[src/rtl/lsu_pkg.sv]
// Shared definitions for the load/store unit: op and state encodings plus
// small predicates on the op code.
package lsu_pkg;

   typedef enum logic [2:0] {
      LSU_LW  = 3'd0,
      LSU_LH  = 3'd1,
      LSU_LHU = 3'd2,
      LSU_LB  = 3'd3,
      LSU_LBU = 3'd4,
      LSU_SW  = 3'd5,
      LSU_SH  = 3'd6,
      LSU_SB  = 3'd7
   } lsu_op_e;

   typedef enum logic [2:0] {
      ST_IDLE   = 3'd0,
      ST_ACCESS = 3'd1,
      ST_WRITE  = 3'd2,
      ST_DONE   = 3'd3,
      ST_ERR    = 3'd4
   } lsu_state_e;

   function automatic logic is_load(lsu_op_e op);
      return (op == LSU_LW) || (op == LSU_LH) || (op == LSU_LHU) ||
             (op == LSU_LB) || (op == LSU_LBU);
   endfunction

   function automatic logic is_half(lsu_op_e op);
      return (op == LSU_LH) || (op == LSU_LHU) || (op == LSU_SH);
   endfunction

   function automatic logic is_byte(lsu_op_e op);
      return (op == LSU_LB) || (op == LSU_LBU) || (op == LSU_SB);
   endfunction

   function automatic logic is_signed(lsu_op_e op);
      return (op == LSU_LH) || (op == LSU_LB);
   endfunction

endpackage

[src/rtl/load_store_unit_if.sv]
// Request/response channel between the execute stage (master) and the
// load/store unit (slave).
interface load_store_unit_if;
   logic        req;
   logic [2:0]  op;
   logic [31:0] addr;
   logic [31:0] wdata;
   logic        ready;
   logic        done;
   logic [31:0] rdata;
   logic        err;

   modport master (output req, op, addr, wdata,
                   input  ready, done, rdata, err);

   modport slave  (input  req, op, addr, wdata,
                   output ready, done, rdata, err);
endinterface

[src/rtl/lsu_lane_align.sv]
// Byte-lane steering: extracts and extends load data from a memory word, and
// builds the merged word for sub-word stores. Purely combinational.
module lsu_lane_align
   import lsu_pkg::*;
(
   input  lsu_op_e     op,
   input  logic [1:0]  byte_sel,
   input  logic [31:0] mem_word,
   input  logic [31:0] store_data,
   output logic [31:0] load_value,
   output logic [31:0] merge_word
);

   logic [7:0]  lane [4];
   logic [7:0]  byte_val;
   logic [15:0] half_val;

   genvar gi;
   generate
      for (gi = 0; gi < 4; gi++) begin : g_lane
         logic       take_store;
         logic [7:0] store_byte;

         assign lane[gi] = mem_word[8*gi +: 8];

         // A lane takes store data if the access covers it; other lanes keep memory contents.
         assign take_store = (op == LSU_SW) ||
                             (is_half(op) && (byte_sel[1] == ((gi / 2) != 0))) ||
                             (is_byte(op) && (byte_sel == 2'(gi)));
         assign store_byte = is_byte(op) ? store_data[7:0] :
                             is_half(op) ? store_data[8*(gi%2) +: 8] :
                                           store_data[8*gi +: 8];
         assign merge_word[8*gi +: 8] = take_store ? store_byte : lane[gi];
      end
   endgenerate

   // Select the addressed byte/half and sign- or zero-extend it.
   always_comb begin
      byte_val   = lane[byte_sel];
      half_val   = byte_sel[1] ? {lane[3], lane[2]} : {lane[1], lane[0]};
      load_value = mem_word;
      if (is_byte(op))
         load_value = {{24{is_signed(op) & byte_val[7]}}, byte_val};
      else if (is_half(op))
         load_value = {{16{is_signed(op) & half_val[15]}}, half_val};
   end

endmodule

[src/rtl/load_store_unit.sv]
// Multi-cycle load/store sequencer in front of a word-only data memory.
// Sub-word stores are read-modify-write; bad requests are answered with err.
module load_store_unit
   import lsu_pkg::*;
#(
   parameter int unsigned MEM_BYTES = 128
)
(
   input  logic               clk_i,
   input  logic               rst_i,
   load_store_unit_if.slave   bus,
   output logic [31:0]        mem_addr_o,
   output logic [31:0]        mem_wdata_o,
   output logic               mem_read_o,
   output logic               mem_write_o,
   input  logic [31:0]        mem_rdata_i
);

   localparam int unsigned WORD_COUNT = MEM_BYTES / 4;

   lsu_state_e  state_reg, state_next;
   lsu_op_e     op_reg;
   logic [31:0] addr_reg;
   logic [31:0] wdata_reg;
   logic [31:0] merge_reg;
   logic [31:0] rdata_reg;

   lsu_op_e     req_op;
   logic        req_bad;
   logic        accept;
   logic [31:0] load_value;
   logic [31:0] merge_word;

   assign req_op  = lsu_op_e'(bus.op);
   assign req_bad = ((req_op == LSU_LW || req_op == LSU_SW) && (bus.addr[1:0] != 2'b00)) ||
                    (is_half(req_op) && bus.addr[0]) ||
                    (bus.addr[31:2] >= 30'(WORD_COUNT));
   assign accept  = (state_reg == ST_IDLE) && bus.req;
   assign bus.rdata = rdata_reg;

   lsu_lane_align u_lane_align (
      .op         (op_reg),
      .byte_sel   (addr_reg[1:0]),
      .mem_word   (mem_rdata_i),
      .store_data (wdata_reg),
      .load_value (load_value),
      .merge_word (merge_word)
   );

   // State register; reset returns to IDLE immediately, dropping all strobes.
   always_ff @(posedge clk_i or negedge rst_i) begin
      if (!rst_i) state_reg <= ST_IDLE;
      else        state_reg <= state_next;
   end

   // Next state and all state-decoded outputs.
   always_comb begin
      state_next  = state_reg;
      bus.ready   = 1'b0;
      bus.done    = 1'b0;
      bus.err     = 1'b0;
      mem_read_o  = 1'b0;
      mem_write_o = 1'b0;
      mem_addr_o  = '0;
      mem_wdata_o = '0;
      case (state_reg)
         ST_IDLE: begin
            bus.ready = 1'b1;
            if (accept) state_next = req_bad ? ST_ERR : ST_ACCESS;
         end
         ST_ACCESS: begin
            mem_addr_o = {addr_reg[31:2], 2'b00};
            if (op_reg == LSU_SW) begin
               mem_write_o = 1'b1;
               mem_wdata_o = wdata_reg;
               state_next  = ST_DONE;
            end else begin
               mem_read_o = 1'b1;
               state_next = is_load(op_reg) ? ST_DONE : ST_WRITE;
            end
         end
         ST_WRITE: begin
            mem_addr_o  = {addr_reg[31:2], 2'b00};
            mem_write_o = 1'b1;
            mem_wdata_o = merge_reg;
            state_next  = ST_DONE;
         end
         ST_DONE: begin
            bus.done   = 1'b1;
            state_next = ST_IDLE;
         end
         ST_ERR: begin
            bus.done   = 1'b1;
            bus.err    = 1'b1;
            state_next = ST_IDLE;
         end
         default: state_next = ST_IDLE;
      endcase
   end

   // Request capture, load result and read-modify-write merge registers.
   always_ff @(posedge clk_i or negedge rst_i) begin
      if (!rst_i) begin
         op_reg    <= LSU_LW;
         addr_reg  <= '0;
         wdata_reg <= '0;
         merge_reg <= '0;
         rdata_reg <= '0;
      end else begin
         if (accept) begin
            op_reg    <= req_op;
            addr_reg  <= bus.addr;
            wdata_reg <= bus.wdata;
         end
         if (state_reg == ST_ACCESS) begin
            if (is_load(op_reg))
               rdata_reg <= load_value;
            else if (op_reg != LSU_SW)
               merge_reg <= merge_word;
         end
      end
   end

endmodule

[src/flat_wrapper.sv]
// flat-port wrapper written by rule: the top's interface ports become plain ports
module load_store_unit_flat import lsu_pkg::*;
#(
   parameter int unsigned MEM_BYTES = 128
)
  (clk_i, rst_i, mem_addr_o, mem_wdata_o, mem_read_o, mem_write_o, mem_rdata_i, bus_req, bus_op, bus_addr, bus_wdata, bus_ready, bus_done, bus_rdata, bus_err);
  load_store_unit_if bus_i ();
  input  logic clk_i;
  input  logic rst_i;
  output logic [31:0] mem_addr_o;
  output logic [31:0] mem_wdata_o;
  output logic mem_read_o;
  output logic mem_write_o;
  input  logic [31:0] mem_rdata_i;
  input wire logic [$bits(bus_i.req)-1:0] bus_req;
  input wire logic [$bits(bus_i.op)-1:0] bus_op;
  input wire logic [$bits(bus_i.addr)-1:0] bus_addr;
  input wire logic [$bits(bus_i.wdata)-1:0] bus_wdata;
  output wire logic [$bits(bus_i.ready)-1:0] bus_ready;
  output wire logic [$bits(bus_i.done)-1:0] bus_done;
  output wire logic [$bits(bus_i.rdata)-1:0] bus_rdata;
  output wire logic [$bits(bus_i.err)-1:0] bus_err;
  assign bus_i.req = bus_req;
  assign bus_i.op = bus_op;
  assign bus_i.addr = bus_addr;
  assign bus_i.wdata = bus_wdata;
  assign bus_ready = bus_i.ready;
  assign bus_done = bus_i.done;
  assign bus_rdata = bus_i.rdata;
  assign bus_err = bus_i.err;
  load_store_unit #(.MEM_BYTES(MEM_BYTES)) u_core (.clk_i(clk_i), .rst_i(rst_i), .bus(bus_i), .mem_addr_o(mem_addr_o), .mem_wdata_o(mem_wdata_o), .mem_read_o(mem_read_o), .mem_write_o(mem_write_o), .mem_rdata_i(mem_rdata_i));
endmodule
[config.mk]
export PLATFORM = sky130hd
export DESIGN_NAME = load_store_unit_flat
export DESIGN_NICKNAME = d
export VERILOG_FILES = /design/src/rtl/lsu_pkg.sv /design/src/rtl/load_store_unit_if.sv /design/src/rtl/lsu_lane_align.sv /design/src/rtl/load_store_unit.sv /design/src/flat_wrapper.sv
export SDC_FILE = /design/constraint.sdc
export NUM_CORES = 1
export LEC_CHECK = 0
export BUFFER_PORTS_ARGS = -buffer_cell sky130_fd_sc_hd__buf_2
export CORE_MARGIN = 2
export CORE_UTILIZATION = 49
export DETAILED_ROUTE_END_ITERATION = 6
export PLACE_DENSITY = 0.78
export SLEW_MARGIN = 10
export SYNTH_ARGS = -nofsm -noshare
export SYNTH_HDL_FRONTEND = slang
export SYNTH_HIERARCHICAL = 1
export SYNTH_SLANG_ARGS = --single-unit
[constraint.sdc]
create_clock -name clk_i -period 2.2 [get_ports clk_i]
set_clock_uncertainty 0.2 [all_clocks]
set_input_delay 0.22 -clock clk_i [delete_from_list [all_inputs] [get_ports clk_i]]
set_output_delay 0.22 -clock clk_i [all_outputs]
set_load 0.01 [all_outputs]
* Yosys cells after proc, flatten, opt, wreduce, memory -nomap -nowiden *
Cells that the tools add are included.

word-level totals
  bits in registers = 134
  latch bits = 0
  bits in writable memories = 0
  memory bits (read-only) = 0
  bits of input ports = 102
  output and inout bits = 101
  word-level logic and storage cells = 101
  memories kept = 0

operators by class
  $add $sub $neg = 0
  multiply operators = 0
  div/mod/pow operators = 0
  $lt $le $gt $ge = 2
  eq/ne operators = 20
  shift operators = 0
  multiplexer cells = 30
  bitwise logic cells = 5
  reduce and logical (&&, ||, !) cells = 38

operator list
  operator                                                             count
  2-to-1 mux 32 bit                                                    4
  2-to-1 mux 8 bit                                                     11
  one-hot mux 32 bit (2 select lines)                                  1
  greater-or-equal comparator 30 x 6 -> 1 bit (second input constant)  1
  == test 3 bit (second input constant)                                7
  logical OR 1 bit                                                     20
  binary-select mux 8 bit (select 2 bit)                               1
  2-to-1 mux 16 bit                                                    1
  == test 3 x 2 -> 1 bit (second input constant)                       5
  == test 3 x 1 -> 1 bit (second input constant)                       3
  logical AND 1 bit                                                    9
  logical NOT 3 bit                                                    3
  2-to-1 mux 3 bit                                                     3
  one-hot mux 3 bit (3 select lines)                                   1
  2-to-1 mux 1 bit                                                     7
  == test 2 bit (second input constant)                                2
  OR reduction 2 bit                                                   2
  greater-or-equal comparator 3 bit (second input constant)            1
  inequality test 3 bit (second input constant)                        1
  inverter 2 -> 3 bit                                                  1
  AND reduction 3 bit                                                  1
  bitwise AND 1 bit                                                    2
  == test 2 x 1 -> 1 bit (second input constant)                       1
  logical NOT 2 bit                                                    1
  5 further kinds                                                      6

* Logic depth before layout (Yosys ltp) *
Gate-level depths: netlist of the first run.

  word-level depth = 9
  mapped depth = 8

* Hierarchy *
Netlist of the first run, hierarchy kept.

by module, submodules not included
  module           instances  cells an instance  area an instance (µm²)  sequential area each (µm²)
  load_store_unit  1          394                5781.8                  3353.2
  lsu_lane_align   1          242                2124.5                  0.0

* Least setup slack after synthesis of the first run *
OpenSTA, ideal clock, no wires.

  kind = reg2reg
  start = register u_core.op_reg[0]
  end = register u_core.merge_reg[14]
  library setup time = 0.128 ns
  arrival time = 2.016 ns
  setup slack = -0.144 ns
  cell stages (with the launch flop) = 8
  buffers on the path = 3
  clock period less this slack = 2.344 ns
  path through = dfrtp_1 > buf_6 > buf_2 > a21oi_2 > buf_4 > mux2_1 > mux2_1 > mux2_1

on the way
  cells in the longest elaborated chain, start to end = 7
  elaborated cells between the ends (all ways) = 25
  classes of those cells = 8 x eq/ne; 2 x mux; 1 x bitwise; 14 x reduce/logical

RTL lines
  item                                                              line                    source
  start, declared                                                   load_store_unit.sv:22   lsu_op_e op_reg;
  start signal, assigned                                            load_store_unit.sv:111  op_reg <= req_op;
  == test 3 x 1 -> 1 bit or == test 3 x 2 -> 1 bit (tied branches)  lsu_pkg.sv:30           return (op == LSU_LH) || (op == LSU_LHU) || (op == LSU_SH);
  logical OR 1 bit (2 in a row)                                     lsu_pkg.sv:30
  logical AND 1 bit                                                 lsu_lane_align.sv:28    (is_half(op) && (byte_sel[1] == ((gi / 2) != 0))) ||
  logical OR 1 bit                                                  lsu_lane_align.sv:27    assign take_store = (op == LSU_SW) ||
  logical OR 1 bit                                                  lsu_lane_align.sv:28
  2-to-1 mux 8 bit *                                                lsu_lane_align.sv:33    assign merge_word[8*gi +: 8] = take_store ? store_byte : lane[gi];
  net u_core.merge_word[14]                                         load_store_unit.sv:32   logic [31:0] merge_word;
  end signal, assigned                                              load_store_unit.sv:119  merge_reg <= merge_word;
  end, declared                                                     load_store_unit.sv:25   logic [31:0] merge_reg;

Mark *: on every way through the listed nets, which the timed path passes. The rest lies on a longest branch.
A chain may end at the register's enable or synchronous reset.

* Final worst setup path of the first run *
  start = register u_core.op_reg[2]
  end = register u_core.merge_reg[28]

Same word-level chain as after synthesis.

==> impl_metrics.json, run 1 <==
{
  "yosysWarningCount": 6,
  "fin_nets": 1064,
  "drtPass1Iterations": 7,
  "cts_buffer_depth": 2,
  "setup_violations": 54,
  "clock-sinks": 134,
  "hp-start": "mem_rdata_i[2]",
  "finalNonFillerCells": 1190,
  "synthToLayoutAreaGrowth_pct": 48.5,
  "port_buffers": 200,
  "power.density_mw_per_mm2": 725,
  "cts-root-buf": "clkbuf_16",
  "drt_iter0_markers": 422,
  "antenna_found_initial": 0,
  "worstSkewPairLatency_ns": 0.42,
  "gp_congestion": 0.896,
  "synth_cell_types": 52,
  "overflow": 0,
  "rsz0062_at_grt": "true",
  "synth_top_cell_by_area": "dfrtp_1",
  "grtUsageTotal_pct": 27.6,
  "placement_rows": 46,
  "viasPerCell": 5.79,
  "yosysTopAreaCellShare_pct": 42.4,
  "crit_type": "reg2reg",
  "die_area_sq_mm": 0.0172,
  "synth_seq_cells": 134,
  "synth_async_sr_flop_share_pct": 100,
  "ys_seq_area_share_pct": 42.4,
  "routed_wirelength_um": 26600,
  "status": "finished with violations",
  "worstPathMaxFanout": 8,
  "io_pins": 203,
  "vias": 6888,
  "numCtsBuffers": 17,
  "post-dp-hpwl_um": 15500,
  "initial_core_util_pct": 50.0,
  "syn_avg_cell_area_sq_um": 12.4,
  "finalInstanceArea_sq_mm": 0.0117,
  "netlist_instances": 636,
  "worst_ep_required_time_ns": 2.30,
  "worst_hold_path.num_cells": 3,
  "synth-edff-count": 0,
  "wl_per_cell_um": 22.4,
  "startpoint_type": "flip-flop",
  "leakage_nw": 5.51,
  "drive_gt1_share_pct": 49.3,
  "reg2reg_from": "u_core/op_reg[2]",
  "cp-end-kind": "flip-flop",
  "drc_errors": 7,
  "r2r_end": "u_core/merge_reg[28]",
  "synth_area_sq_mm": 0.00791,
  "max_cap_viol_count": 0,
  "relSlewSlack_pct": 67.8,
  "synth_ff_type": "dfrtp_1",
  "die_h_um": 131,
  "final_antenna_net_count": 0,
  "fin_ws_ns": -0.141,
  "dp.cells": 1053,
  "max_freq_mhz": 427,
  "rrSetupSlack_ns": -0.14,
  "synth_area_leaders": "dfrtp_1 (42%), mux2_1 (18%), mux2_2 (5.7%)",
  "clkSlewWorstSetupHoldPaths_ns": 0.06,
  "place_area_sq_mm": 0.00936,
  "post-route-period-util_pct": 106,
  "min_to": "u_core/merge_reg[2]",
  "cts_tree": "done",
  "grt_pass1_vias": 6742,
  "die_w_um": 131,
  "peakVddDrop_mv": 0.611,
  "routed.top_layer": "met4",
  "hold_viol": 0,
  "core_sq_mm": 0.0158,
  "grt_pass1_wl_um": 36200,
  "worst_pin_slew_ns": 0.470,
  "rr_worst_depth": 6,
  "drv_slew": 0,
  "violations": "DRC, setup timing",
  "wl_met3_um": 2000,
  "num_antenna_cells": 0,
  "drt-met1-wl_um": 10300,
  "grt_start_max_net_pins": 55,
  "hp-class": "in2reg",
  "period_needed_ns": 2.34,
  "h-tree-depth": 4,
  "critical_path_arrival_ns": 2.44,
  "total_power_w": 0.00851,
  "dr_wl_met2_um": 13300
}
==> per-layer routing <==
metal  up-vias  global-route usage, %
met5         -                      0
met4         0                   10.2
met3        75                   5.99
met2       376                   47.4
met1      3437                   34.2
li1       3000                      -
==> final cells by class <==
cell class,count,area [sq um]
fill,968,4090
clock inverter,12,201
multi-input combinational,452,4580
clock buffer,19,453
tap,216,270
inverter,3,13.8
sequential,134,3360
timing repair buffer,354,2860
==> cell usage after synthesis (3+ instances only) <==
cell	count
buf_4	9
mux2_4	16
nand3_1	3
a211oi_1	9
mux2i_1	24
nand2_1	39
mux2_2	40
nand2b_1	9
buf_6	8
buf_2	10
nor2b_1	10
a22o_1	34
clkbuf_1	12
nor2_1	15
a22oi_1	8
dfrtp_1	134
mux4_1	7
or2_1	7
a21oi_1	10
o22ai_1	16
a2111oi_0	8
mux2_1	129
buf_12	7
nor4_1	5
and2_1	31
o21ai_0	4
==> cells by family after synthesis <==
| kind of cell | after synthesis | share of synthesized area, % |
|---|---|---|
| simple gates | 132 | 9.23 |
| flops | 134 | 42.4 |
| compound gates | 99 | 9.86 |
| buf+inv | 52 | 5.59 |
| other cells | 1 | 0.0474 |
| mux | 217 | 32.8 |
| xor+xnor | 1 | 0.111 |
==> cell usage in the layout, fill, tap and decap left out, drive strengths merged, types with 8 or more instances in the layout <==
| cell type | instances |
|---|---|
| a22oi | 8 |
| nand2 | 40 |
| nor2b | 11 |
| o22ai | 16 |
| dfrtp | 134 |
| clkbuf | 22 |
| a22o | 34 |
| a211oi | 9 |
| and2 | 31 |
| a2111oi | 8 |
| mux2 | 185 |
| nand2b | 9 |
| a21oi | 12 |
| mux4 | 8 |
| dlygate4sd3 | 74 |
| nor2 | 19 |
| buf | 277 |
| mux2i | 24 |
==> how the worst max path moves through the flow <==
stage	endpoint	slack [ns]	start
3_5_place_dp	u_core/merge_reg[20]	-0.19	u_core/op_reg[2]
3_3_place_gp	u_core/merge_reg[22]	-0.14	u_core/op_reg[2]
5_1_grt	u_core/merge_reg[28]	-0.17	u_core/op_reg[0]
2_1_floorplan	u_core/merge_reg[12]	-0.008	u_core/op_reg[2]
4_1_cts	u_core/merge_reg[22]	-0.07	u_core/op_reg[0]
6_report	u_core/merge_reg[28]	-0.14	u_core/op_reg[2]
==> per-stage QoR <==
stage               setup TNS (ns)  worst slack [ns]  hold slack [ns]  utilization (%)
CTS                          -1.41           -0.0738          0.00567             70.0
detailed placement           -3.53            -0.185          -0.0337             59.2
floorplan                  -0.0428          -0.00800           -0.276                -
global route                 -7.29            -0.174           0.0234             74.2
finish                       -3.81            -0.141           0.0217             74.2
global placement             -2.40            -0.135          -0.0298             59.2
==> what timing repair did <==
action / 4_1_cts / 5_1_grt
hold buffers: 74 / 0
gates cloned: 3 / 4
pin swaps: 9 / 32
endpoints found under the setup margin: 103 / 118
hold endpoints to repair: 207 / 0
gates resized for setup: 35 / 133
buffers inserted: 14 / 14
==> worst max-delay path: stages, from the launching register on <==
cell,delay [ns]
dfrtp_2,0.48
buf_6,0.16
a221o_1,0.43
a21boi_4,0.21
buf_12,0.16
mux2_4,0.31
mux2_4,0.26
==> power by group <==
| group | leakage, nW | internal [W] | switching [W] |
|---|---|---|---|
| combinational | 3.59 | 0.00131 | 0.00112 |
| sequential | 1.60 | 0.00268 | 0.000222 |
| clock | 0.315 | 0.00207 | 0.00111 |
| total | 5.51 | 0.00606 | 0.00246 |
Power figures use the tool's default switching activity.
==> inputs of run 2 (changes only) <==
--- a/config.mk
+++ b/config.mk
@@ -5,11 +5,13 @@
 export SDC_FILE = /design/constraint.sdc
 export NUM_CORES = 1
 export LEC_CHECK = 0
+export ABC_AREA = 1
 export BUFFER_PORTS_ARGS = -buffer_cell sky130_fd_sc_hd__buf_2
 export CORE_MARGIN = 2
-export CORE_UTILIZATION = 49
+export CORE_UTILIZATION = 48
 export DETAILED_ROUTE_END_ITERATION = 6
-export PLACE_DENSITY = 0.78
+export HOLD_SLACK_MARGIN = 0.02
+export PLACE_DENSITY = 0.77
 export SLEW_MARGIN = 10
 export SYNTH_ARGS = -nofsm -noshare
 export SYNTH_HDL_FRONTEND = slang
==> constraint.sdc (replaced) <==
create_clock -name clk_i -period 1.9 [get_ports clk_i]
set_clock_uncertainty 0.2 [all_clocks]
set_input_delay 0.19 -clock clk_i [delete_from_list [all_inputs] [get_ports clk_i]]
set_output_delay 0.19 -clock clk_i [all_outputs]
set_load 0.01 [all_outputs]
==> run 2 against run 1 <==
  * Global-route usage grew 6.0 points
  * Via count grew 35%
  * Area after synthesis shrank 3.6%
  * Design area grew 8.9%
  * Clock-buffer cell count shrank 1
  * Sequential share of layout area shrank 2.4 points
  * Clock power grew 7.2%
  * Wire length grew 33%
  * Largest cell class unchanged
  * Maximum frequency grew 2.5%
  * Final cell count grew 28%
  * Critical path depth grew 3
  * The flow still finishes with violations (DRC, setup timing)
  * Critical path type unchanged
==> impl_metrics.json, run 2 <==
{
  "status": "finished with violations",
  "violations": "DRC, setup timing",
  "slowest_stage": "dfrtp_1",
  "hold_viol": 0,
  "yosysTopAreaCellShare_pct": 44.0,
  "rr_worst_depth": 9,
  "grt_pass1_vias": 8257,
  "grt_pass1_wl_um": 43300,
  "drive_gt1_share_pct": 50.7,
  "period_needed_ns": 2.28,
  "finalNonFillerCells": 1521,
  "synth_area_sq_mm": 0.00762,
  "numCtsBuffers": 17,
  "yosysWarningCount": 6,
  "cts-root-buf": "clkbuf_16",
  "rsz0062_at_grt": "true",
  "min_to": "u_core/merge_reg[3]",
  "io_pins": 203,
  "leakage_nw": 6.58,
  "final_common_cell": "buf_2",
  "viasPerCell": 6.11,
  "antenna_found_initial": 0,
  "setup_violations": 162,
  "place_area_sq_mm": 0.00913,
  "gp_congestion": 0.994,
  "hp-class": "in2reg",
  "reg2reg_from": "u_core/op_reg[1]",
  "dp.cells": 1360,
  "worst_ep_required_time_ns": 2.02,
  "clock-sinks": 134,
  "synth-edff-count": 0,
  "post-dp-hpwl_um": 16800,
  "grt_start_max_net_pins": 65,
  "vias": 9294,
  "critical_path_arrival_ns": 2.40,
  "port_buffers": 200,
  "peakVddDrop_mv": 1.26,
  "r2r_end": "u_core/bus.rdata[7]",
  "crit_chain": "buf_6, buf_12, nand2_8, nand3b_4, buf_12, buf_16, o211ai_1, nand2_1, mux2_4",
  "overflow": 0,
  "synth_async_sr_flop_share_pct": 100,
  "worstPathMaxFanout": 8,
  "final_antenna_net_count": 0,
  "cts_tree": "done",
  "hp-start": "mem_rdata_i[3]",
  "initial_core_util_pct": 48.5,
  "tns_ns": -28.59,
  "seq_area_sq_mm": 0.00336,
  "wl_per_cell_um": 23.3,
  "max_cap_viol_count": 0,
  "h-tree-depth": 4,
  "synth_top_cell_by_area": "dfrtp_1",
  "drc_errors": 41,
  "finalInstanceArea_sq_mm": 0.0128,
  "grtUsageTotal_pct": 33.6,
  "fin_ws_ns": -0.384,
  "die_area_sq_mm": 0.0169,
  "crit_path_max_incr_delay_ns": 0.42,
  "placement_rows": 46,
  "max_freq_mhz": 438,
  "synth_area_leaders": "dfrtp_1 (44%), nand2_1 (9.5%), nand3_1 (6.2%)",
  "netlist_instances": 950,
  "syn_avg_cell_area_sq_um": 8.02,
  "path_common_cell": "buf_12",
  "drt_iter0_markers": 1436,
  "yosysMostFrequentCell": "nand2_1",
  "clkSlewWorstSetupHoldPaths_ns": 0.06,
  "drtPass1Iterations": 7,
  "multi_input_area_sq_mm": 0.00487,
  "power.density_mw_per_mm2": 2010,
  "synth_cell_types": 30,
  "routed_wirelength_um": 35500,
  "synthToLayoutAreaGrowth_pct": 67.8,
  "worstSkewPairLatency_ns": 0.44,
  "fin_nets": 1394,
  "die_w_um": 130,
  "rrSetupSlack_ns": -0.38,
  "fillers": 802,
  "num_antenna_cells": 0,
  "cts_buffer_depth": 2,
  "drv_slew": 0,
  "synth_ff_type": "dfrtp_1",
  "cp-end-kind": "flip-flop",
  "core_sq_mm": 0.0157,
  "post-route-period-util_pct": 120,
  "crit_type": "reg2reg",
  "final_cell_mix": "buf_2 (189), dfrtp_1 (129), nand2_1 (106)",
  "synth_seq_cells": 134,
  "ys_top_cells_by_count": "nand2_1 (193), dfrtp_1 (134), nor2_1 (113), inv_1 (99), nand3_1 (95)",
  "utilization_pct": 81.4,
  "startpoint_type": "flip-flop",
  "ys_seq_area_share_pct": 44.0,
  "worst_hold_path.num_cells": 5,
  "die_h_um": 130
}
[run 2: logic make-up (layout without fill, tap and decap cells)]
family | after synthesis | after routing | synth area share (%)
AO/OA/AOI/OAI | 154 | 154 | 10.8
buffers and inverters | 157 | 509 | 9.34
flip-flops | 134 | 134 | 44.0
multiplexers | 66 | 66 | 10.6
other | 1 | 2 | 0.0492
AND/OR/NAND/NOR | 438 | 440 | 25.2
[run 2: final cells by class]
class / instances / share of cell area (%)
repair buffers: 375 / 25.7
flip-flops and latches: 134 / 26.3
multi-input cells: 662 / 38.1
clock buffers: 18 / 3.36
clock inverters: 14 / 1.28
well taps: 216 / 2.11
inverters: 102 / 3.19
[run 2: timing repair]
action                                  in CTS  in global routing
resized for setup                          161                273
buffers inserted                            23                 21
endpoints found under the setup margin      92                131
pin swaps                                   47                109
hold buffers                                73                  0
hold endpoints to repair                   207                  0
cloned                                       8                 13
[run 2: through the flow]
stage               total power [W]  hold WS, ns  setup slack [ns]
finish                       0.0257       0.0127            -0.384
CTS                          0.0205       0.0202            -0.238
floorplan                    0.0114       -0.306          0.000554
global placement             0.0144      -0.0564            0.0273
detailed placement           0.0147      -0.0569           -0.0442
global route                 0.0264       0.0336            -0.433
[run 2: routing by layer]
metal	share of wire (%)	wire, um	vias to the layer above	global-route usage, %
met4	7.0	2500	0	19.2
met3	13	4520	251	9.10
met1	35	12400	4348	41.7
li1	-	-	3807	-
met5	0	0	-	0
met2	45	16100	888	53.2
[run 2: critical path: cells and delay by family (launching register included)]
family                 cells  cell delay [ns]
muxes                      1             0.31
AOI/OAI and AO/OA          1             0.14
buffers and inverters      4             0.62
DFF                        1             0.42
and+or+nand+nor            3             0.47
[run 2: power by group]
part	leakage (nW)	internal, W	switching [W]
sequential	1.53	0.00423	0.00132
clock	0.287	0.00197	0.00144
combinational	4.77	0.00732	0.00938
[run 2: worst max-delay path by stage]
stage                        startpoint              endpoint  cells after the start
floorplan            u_core/addr_reg[1]  u_core/bus.rdata[28]                     10
global placement       u_core/op_reg[0]  u_core/merge_reg[25]                     11
detailed placement     u_core/op_reg[1]  u_core/merge_reg[27]                     10
CTS                 u_core/state_reg[2]       mem_wdata_o[13]                      7
global route           u_core/op_reg[1]   u_core/bus.rdata[7]                      9
finish                 u_core/op_reg[1]   u_core/bus.rdata[7]                      9
